### src/rtl/cpu_pkg.sv
// Shared constants for the 16-bit single-cycle CPU: operand widths and ALU control codes.
package cpu_pkg;

  localparam int DATA_W     = 16;
  localparam int REG_ADDR_W = 3;
  localparam int NUM_REGS   = 2 ** REG_ADDR_W;

  typedef enum logic [3:0] {
    ALU_AND = 4'b0000,
    ALU_OR  = 4'b0001,
    ALU_ADD = 4'b0010,
    ALU_SUB = 4'b0110,
    ALU_SLT = 4'b0111
  } alu_ctrl_e;

endpackage

### src/rtl/regfile_read_port.sv
// One combinational register-file read port: forces index 0 to zero and, when
// REGFILE_BYPASS_EN is defined, forwards same-cycle writeback data.
module regfile_read_port
  import cpu_pkg::*;
#(
  parameter int DATA_W = cpu_pkg::DATA_W,
  parameter int ADDR_W = cpu_pkg::REG_ADDR_W
) (
  input  logic              rst,
  input  logic [ADDR_W-1:0] addr,
  input  logic [DATA_W-1:0] stored,
  input  logic              wr_en,
  input  logic [ADDR_W-1:0] wr_addr,
  input  logic [DATA_W-1:0] wr_data,
  output logic [DATA_W-1:0] data
);

`ifndef REGFILE_BYPASS_EN
  logic unused_bypass;
  assign unused_bypass = ^{wr_en, wr_addr, wr_data};
`endif

  always_comb begin
    data = stored;
`ifdef REGFILE_BYPASS_EN
    if (wr_en && (wr_addr == addr)) data = wr_data;
`endif
    // Reset masking also keeps the bypass path from forwarding during reset.
    if (rst || (addr == '0)) data = '0;
  end

endmodule

### src/rtl/register_file.sv
// 8 x 16-bit CPU register file, two combinational read ports, one synchronous write port.
// Optional write-through forwarding is enabled by defining REGFILE_BYPASS_EN.
module register_file
  import cpu_pkg::*;
#(
  parameter int DATA_W = cpu_pkg::DATA_W,
  parameter int ADDR_W = cpu_pkg::REG_ADDR_W
) (
  input  logic              clk,
  input  logic              rst,
  input  logic [ADDR_W-1:0] rs_addr,
  input  logic [ADDR_W-1:0] rt_addr,
  input  logic              reg_write,
  input  logic [ADDR_W-1:0] rd_addr,
  input  logic [DATA_W-1:0] rd_wdata,
  output logic [DATA_W-1:0] rs_data,
  output logic [DATA_W-1:0] rt_data
);

  localparam int NUM_REGS = 2 ** ADDR_W;

  logic [DATA_W-1:0] regs_q [NUM_REGS];
  logic [DATA_W-1:0] regs_d [NUM_REGS];
  logic              wr_en;

  // Writes to index 0 are dropped so the stored entry stays zero.
  assign wr_en = reg_write && (rd_addr != '0);

  always_comb begin
    regs_d = regs_q;
    if (wr_en) regs_d[rd_addr] = rd_wdata;
  end

  always_ff @(posedge clk or posedge rst) begin
    if (rst) begin
      for (int i = 0; i < NUM_REGS; i++) regs_q[i] <= '0;
    end else begin
      regs_q <= regs_d;
    end
  end

  regfile_read_port #(.DATA_W(DATA_W), .ADDR_W(ADDR_W)) u_rs_port (
    .rst     (rst),
    .addr    (rs_addr),
    .stored  (regs_q[rs_addr]),
    .wr_en   (wr_en),
    .wr_addr (rd_addr),
    .wr_data (rd_wdata),
    .data    (rs_data)
  );

  regfile_read_port #(.DATA_W(DATA_W), .ADDR_W(ADDR_W)) u_rt_port (
    .rst     (rst),
    .addr    (rt_addr),
    .stored  (regs_q[rt_addr]),
    .wr_en   (wr_en),
    .wr_addr (rd_addr),
    .wr_data (rd_wdata),
    .data    (rt_data)
  );

endmodule
### config.mk
export PLATFORM = sky130hd
export DESIGN_NAME = register_file
export DESIGN_NICKNAME = d
export VERILOG_FILES = /design/src/rtl/cpu_pkg.sv /design/src/rtl/regfile_read_port.sv /design/src/rtl/register_file.sv
export SDC_FILE = /design/constraint.sdc
export NUM_CORES = 1
export LEC_CHECK = 0
export ABC_AREA = 1
export CAP_MARGIN = 20
export CORE_MARGIN = 1.5
export CORE_UTILIZATION = 64
export DETAILED_ROUTE_END_ITERATION = 6
export PLACE_DENSITY = 0.95
export SLEW_MARGIN = 20
export SYNTH_ARGS = -nofsm -noshare
export SYNTH_HDL_FRONTEND = slang
export SYNTH_SLANG_ARGS = --single-unit
### constraint.sdc
create_clock -name clk -period 12.72 [get_ports clk]
set_input_delay 2.544 -clock clk [delete_from_list [all_inputs] [get_ports clk]]
set_output_delay 2.544 -clock clk [all_outputs]
set_load 0.02 [all_outputs]
==> results of run 1 <==
## report_power, final
part           total [mW]  leakage [nW]  switching, mW  internal, mW
sequential          0.510          1.63         0.0343         0.475
combinational       0.295          2.67          0.192         0.104
clock               0.456         0.273          0.176         0.281
## logic make-up (layout without fill, tap and decap cells)
logic type / after synthesis / count (layout) / synth area share, %
flops: 128 / 128 / 41.93
compound gates: 114 / 114 / 8.009
buf+inv: 240 / 251 / 13.99
simple gates: 669 / 669 / 36.08
## worst max path at each step
stage | from | to | slack (ps) | cells past startpoint
after floorplan | rt_addr[1] | rt_data[10] | 6750 | 6
after global placement | rt_addr[1] | rt_data[11] | 4900 | 7
after detailed placement | rt_addr[1] | rt_data[11] | 4860 | 7
after CTS | rt_addr[1] | rt_data[11] | 4880 | 7
after global routing | rt_addr[0] | rt_data[11] | 4290 | 9
final | rt_addr[0] | rt_data[12] | 4270 | 9
## per-stage QoR
step	setup WS (ps)	cell area (um2)	hold slack, ps	cells	power, mW
6_report	4267	8521	374.8	1305	1.261
4_1_cts	4883	8518	379.4	1305	1.255
3_3_place_gp	4896	7965	364.7	1273	0.7841
3_5_place_dp	4862	7976	365.6	1274	0.7995
2_1_floorplan	6753	7640	429.0	1151	0.7205
5_1_grt	4293	8521	386.8	1305	1.324
## routing by layer
metal | share of wire, % | GRT usage (%) | vias to the layer above
met3 | 13 | 8.801 | 89
met4 | 3.4 | 17.64 | 0
met1 | 38 | 46.40 | 3482
met5 | 0 | 0 | -
li1 | - | - | 3523
met2 | 46 | 56.89 | 552
## final cells by class
type | count | area [um2] | share of cell area (%)
inverters | 153 | 584.3 | 6.858
well taps | 143 | 178.9 | 2.100
flip-flops and latches | 128 | 3203 | 37.59
repair buffers | 67 | 644.4 | 7.562
clock buffers | 24 | 481.7 | 5.653
clock inverters | 7 | 60.06 | 0.7048
multi-input cells | 783 | 3368 | 39.53
## worst max-delay path, delay by kind of cell
family,cells,cell delay (ps)
buffers and inverters,4,2370
and+or+nand+nor,5,910
## cells in the final DEF, fill, tap and decap left out, drive strengths merged
| cell type | netlist | routed |
|---|---|---|
| nand3 | 162 | 162 |
| inv | 153 | 151 |
| clkdlybuf4s50 | 0 | 57 |
| clkbuf | 20 | 24 |
| buf | 67 | 10 |
| a21oi | 2 | 2 |
| nor3 | 1 | 1 |
| dfrtp | 128 | 128 |
| bufinv | 0 | 1 |
| nor2 | 69 | 69 |
| nand2 | 437 | 437 |
| o21ai | 112 | 112 |
| clkinv | 0 | 8 |
==> metrics.txt, run 1 <==
initial antenna violation count=0; Synth cell types=20; Clock transition at path regs=around 50 ps; via count=7646; GR Util All Layers=35.85%; hold path endpoint=regs_q[119]; Max stage delay cell, worst path=clkinv_2; PwrDens=148.0 mW/mm2; R2R Path Start=regs_q[3]; initial DRC count=935; pin count of the biggest net entering global routing=70; Antenna Cells=0; max reg flops=around 130; Reg with most FFs=regs_q; crit path DAT=5910 ps; drt wl/cell=16.51 um; Die W=112.3 um; FP Rows=39; top cells by area, synth=dfrtp_1 42%, nand2_1 21%, nand3_1 10%, inv_1 7.2%, o21ai_0 4.7%; nets=~1200; die span in y=around 110 um; most common flop cell mapped by yosys=dfrtp_1; area delta synth->final=11.53%; RSZ-0062 raised after global routing=false; H-tree Lvls=4; fill count=~880; worst clock skew=0 ps; vias per cell=5.859; Util after Layout=73.99%; Syn Nets=between 1000 and 1500; # DRC=5; top-area cell type share of the netlist area=about two fifths; Hold Path Depth=0; clock sink count=128; top-count cell post-synth=nand2_1; Yosys Warn Count=0; Final period util=roughly 66%; failing checks=design-rule violations; Hold Vio Cnt, Final=0; first-pass GRT wire length=between 30000 and 40000 um; top cells by count, synth=432 x nand2_1, 160 x nand3_1, 146 x inv_1; crit-path max FO=66; number of synthesized flops with an enable pin=0; DIE AREA=0.01260 mm2; Mapped Cells=1151; relative slew slack=between 20% and 30%; DR pass1 iterations=7; IO Count=60; setup bufs post-CTS=0; Synth area leader=dfrtp_1; vias in the first global route=approximately 7600; TNS Setup=0 ps; CTS Buf Count=17; Crit Path Class=in -> out; Hold-fix buffers, CTS=0; Fmax=around 120 MHz; synthesized area=0.007640 mm2; Avg Inst Size Synth=roughly 6.6 um2; startpoint types=input port; R2R Setup Slk=around 12000 ps; Leakage=~4.6 nW; Tmin final=8453 ps; Post-CTS Resized=0; final WL=21550 um; beginning of the worst hold path=regs_q[119]; CTS root buf=clkbuf_16; Clk Latency, worst-skew pair=between 400 and 500 ps; CTS tree=yes; FFs w/ async S/R, synth=100.0%; Largest regs=regs_q x128; RePlAce Congestion=a little under 0.9; antenna-violating nets left=0; core area=between 0.01 and 0.015 mm2; worst r2r dst=regs_q[3]; Critical Path Max Stage Delay=between 1000 and 1500 ps; sequential area share after synthesis=a little over two fifths; number of max-cap violations=0; Initial Util=~66%; Tightest Hold Check Type=reg -> reg; Worst Max-Slew Pin Slew=~1100 ps; Seq cells post-synth=between 100 and 150; worst path cell trace=buf_2 > buf_4 > clkinv_2 > nand2_1 > nand3_1 > nand3_1 > nand2_1 > nor2_1 > clkdlybuf4s50_1; port bufs=59; R2R depth=2; grt ovf=0; final slew viol count=0; status=finished with violations; final setup violating endpoints=0; maximum vdd drop=between 0.1 and 0.15 mV; kind of end point of the critical path=output port; Critical Path RT=approximately 10000 ps; DP Wirelength=around 12000 um; layout cells sized above 1=under 10%; CTS Buffer Depth=2
(Power assumes the default switching activity.)
==> run 2: changes to the inputs <==
--- a/config.mk
+++ b/config.mk
@@ -8,9 +8,9 @@
 export ABC_AREA = 1
 export CAP_MARGIN = 20
 export CORE_MARGIN = 1.5
-export CORE_UTILIZATION = 64
+export CORE_UTILIZATION = 53
 export DETAILED_ROUTE_END_ITERATION = 6
-export PLACE_DENSITY = 0.95
+export PLACE_DENSITY = 0.87
 export SLEW_MARGIN = 20
 export SYNTH_ARGS = -nofsm -noshare
 export SYNTH_HDL_FRONTEND = slang
==> constraint.sdc (replaced) <==
create_clock -name clk -period 7.3 [get_ports clk]
set_input_delay 1.46 -clock clk [delete_from_list [all_inputs] [get_ports clk]]
set_output_delay 1.46 -clock clk [all_outputs]
set_load 0.02 [all_outputs]
==> run 2 against run 1 <==
Compared with the run above:
- the run now ends clean
- sequential share of layout area down 0.48 points
- global-route usage down 6.0 points
- worst hold slack better by 3.2 ps
- sequential cell count unchanged
- power up 80%
- first-iteration DRC count up 3.5%
- clock-buffer cell count unchanged
- sequential power up 74%
- critical endpoint unchanged
==> metrics.txt, run 2 (synthesized netlist as in run 1, its figures left out) <==
initial antenna violation count=0; FP Rows=43; status=finished clean; Tightest Hold Check Type=reg -> reg; GR Util All Layers=between 20% and 30%; DR pass1 iterations=5; Worst Max-Slew Pin Slew=just over 900 ps; Critical Path RT=5840 ps; CTS Buffer Depth=2; R2R Path Start=regs_q[69]; Fmax=approximately 180 MHz; maximum vdd drop=0.1769 mV; setup bufs post-CTS=0; Reg with most FFs=regs_q; RSZ-0062 raised after global routing=false; worst clock skew=0 ps; met2 Use GR=a little under half; TNS Setup=0 ps; Largest regs=regs_q x128; Die W=~120 um; Crit Path Class=in -> out; R2R depth=2; R2R Setup Slk=6560 ps; RePlAce Congestion=just over 0.9; # DRC=0; crit-path max FO=33; Hold Vio Cnt, Final=0; DIE AREA=~0.015 mm2; Clock transition at path regs=50 ps; Clk Latency, worst-skew pair=420 ps; Antenna Cells=0; port bufs=59; Top Usage Layer GRT=met2; vias per cell=~5.6; final setup violating endpoints=0; startpoint types=input port; antenna-violating nets left=0; worst path cell trace=clkdlybuf4s50_1 > buf_4 > inv_4 > a21oi_4 > nand2_1 > nor2_1 > clkdlybuf4s50_1; worst r2r dst=regs_q[69]; Tmin final=around 5500 ps; hold path endpoint=regs_q[119]; routing usage on met3=6.458%; Initial Util=a little over half; first-pass GRT wire length=approximately 35000 um; pin count of the biggest net entering global routing=66; drt wl/cell=15.95 um; nets=between 1000 and 1500; max reg flops=128; final slew viol count=0; final WL=between 20000 and 25000 um; vias in the first global route=roughly 7000; Max stage delay cell, worst path=clkdlybuf4s50_1; crit path DAT=just over 4000 ps; grt ovf=0; CTS root buf=clkbuf_16; beginning of the worst hold path=regs_q[119]; core area=around 0.014 mm2; kind of end point of the critical path=output port; initial DRC count=just under 1000; Util after Layout=around three fifths; Post-CTS Resized=0; Critical Path Max Stage Delay=approximately 620 ps; Hold Path Depth=0; clock sink count=128; number of max-cap violations=0; grt met1 use=40.73%; area delta synth->final=12.99%; Final period util=75.22%; PwrDens=between 200 and 300 mW/mm2; most used cell along the critical path=clkdlybuf4s50_1; H-tree Lvls=4; Hold-fix buffers, CTS=0; Leakage=roughly 4.6 nW; DP Wirelength=between 10000 and 15000 um; IO Count=60; layout cells sized above 1=under 10%; commonest non-fill, non-tap cells in the layout=432 x nand2_1, 160 x nand3_1, 145 x inv_1; via count=7518; CTS tree=yes; die span in y=123.1 um; relative slew slack=38.65%; most common cell after layout, fill and taps aside=nand2_1; CTS Buf Count=17
## run 2: cell types whose count changed in the layout (fill, tap and decap cells not counted), sizes merged
cell,change
buf,+2
bufinv,+2
clkinv,-4
inv,+1
## run 2: critical path: cells and delay by family
family                 cells  cell delay [ps]
and+or+nand+nor            2              220
AOI/OAI and AO/OA          1              550
buffers and inverters      4             1780
## run 2: metrics by stage
stage | total power, mW | hold slack, ps | worst slack [ps] | cell area (um2) | std cells
after floorplan | 1.255 | 429.0 | 2427 | 7640 | 1151
final | 2.265 | 378.0 | 1809 | 8632 | 1343
after detailed placement | 1.398 | 365.6 | 1874 | 8034 | 1313
after CTS | 2.265 | 378.1 | 1868 | 8631 | 1343
after global routing | 2.382 | 388.1 | 1670 | 8632 | 1343
after global placement | 1.375 | 365.1 | 1898 | 8034 | 1313
## run 2: area by class of cell
cell class	count	area, um2
clock buffers	24	491.7
repair buffers	69	655.6
flip-flops and latches	128	3203
inverters	153	583.1
multi-input cells	783	3368
fillers	1203	5356
well taps	180	225.2
clock inverters	6	105.1
## run 2: per-layer routing
metal  routed length [um]  up-vias  part of all wire, %
met4                  435        0                  2.0
met3                 2369       54                   11
met1                 8746     3447                   41
li1                     -     3522                    -
met5                    0        -                    0
met2                 9865      495                   46
## run 2: worst max-delay path by stage
| stage | from | endpoint | slack [ps] | cells after the start |
|---|---|---|---|---|
| final | rt_addr[1] | rt_data[12] | 1810 | 7 |
| after CTS | rt_addr[1] | rt_data[12] | 1870 | 7 |
| after detailed placement | rt_addr[1] | rt_data[12] | 1870 | 7 |
| after global routing | rs_addr[0] | rs_data[11] | 1670 | 8 |
| after floorplan | rst | regs_q[0] | 2430 | 1 |
| after global placement | rt_addr[1] | rt_data[3] | 1900 | 7 |
## run 2: power by group
part	internal, mW	switching (mW)
clock	0.567	0.298
sequential	0.828	0.0593
combinational	0.180	0.331
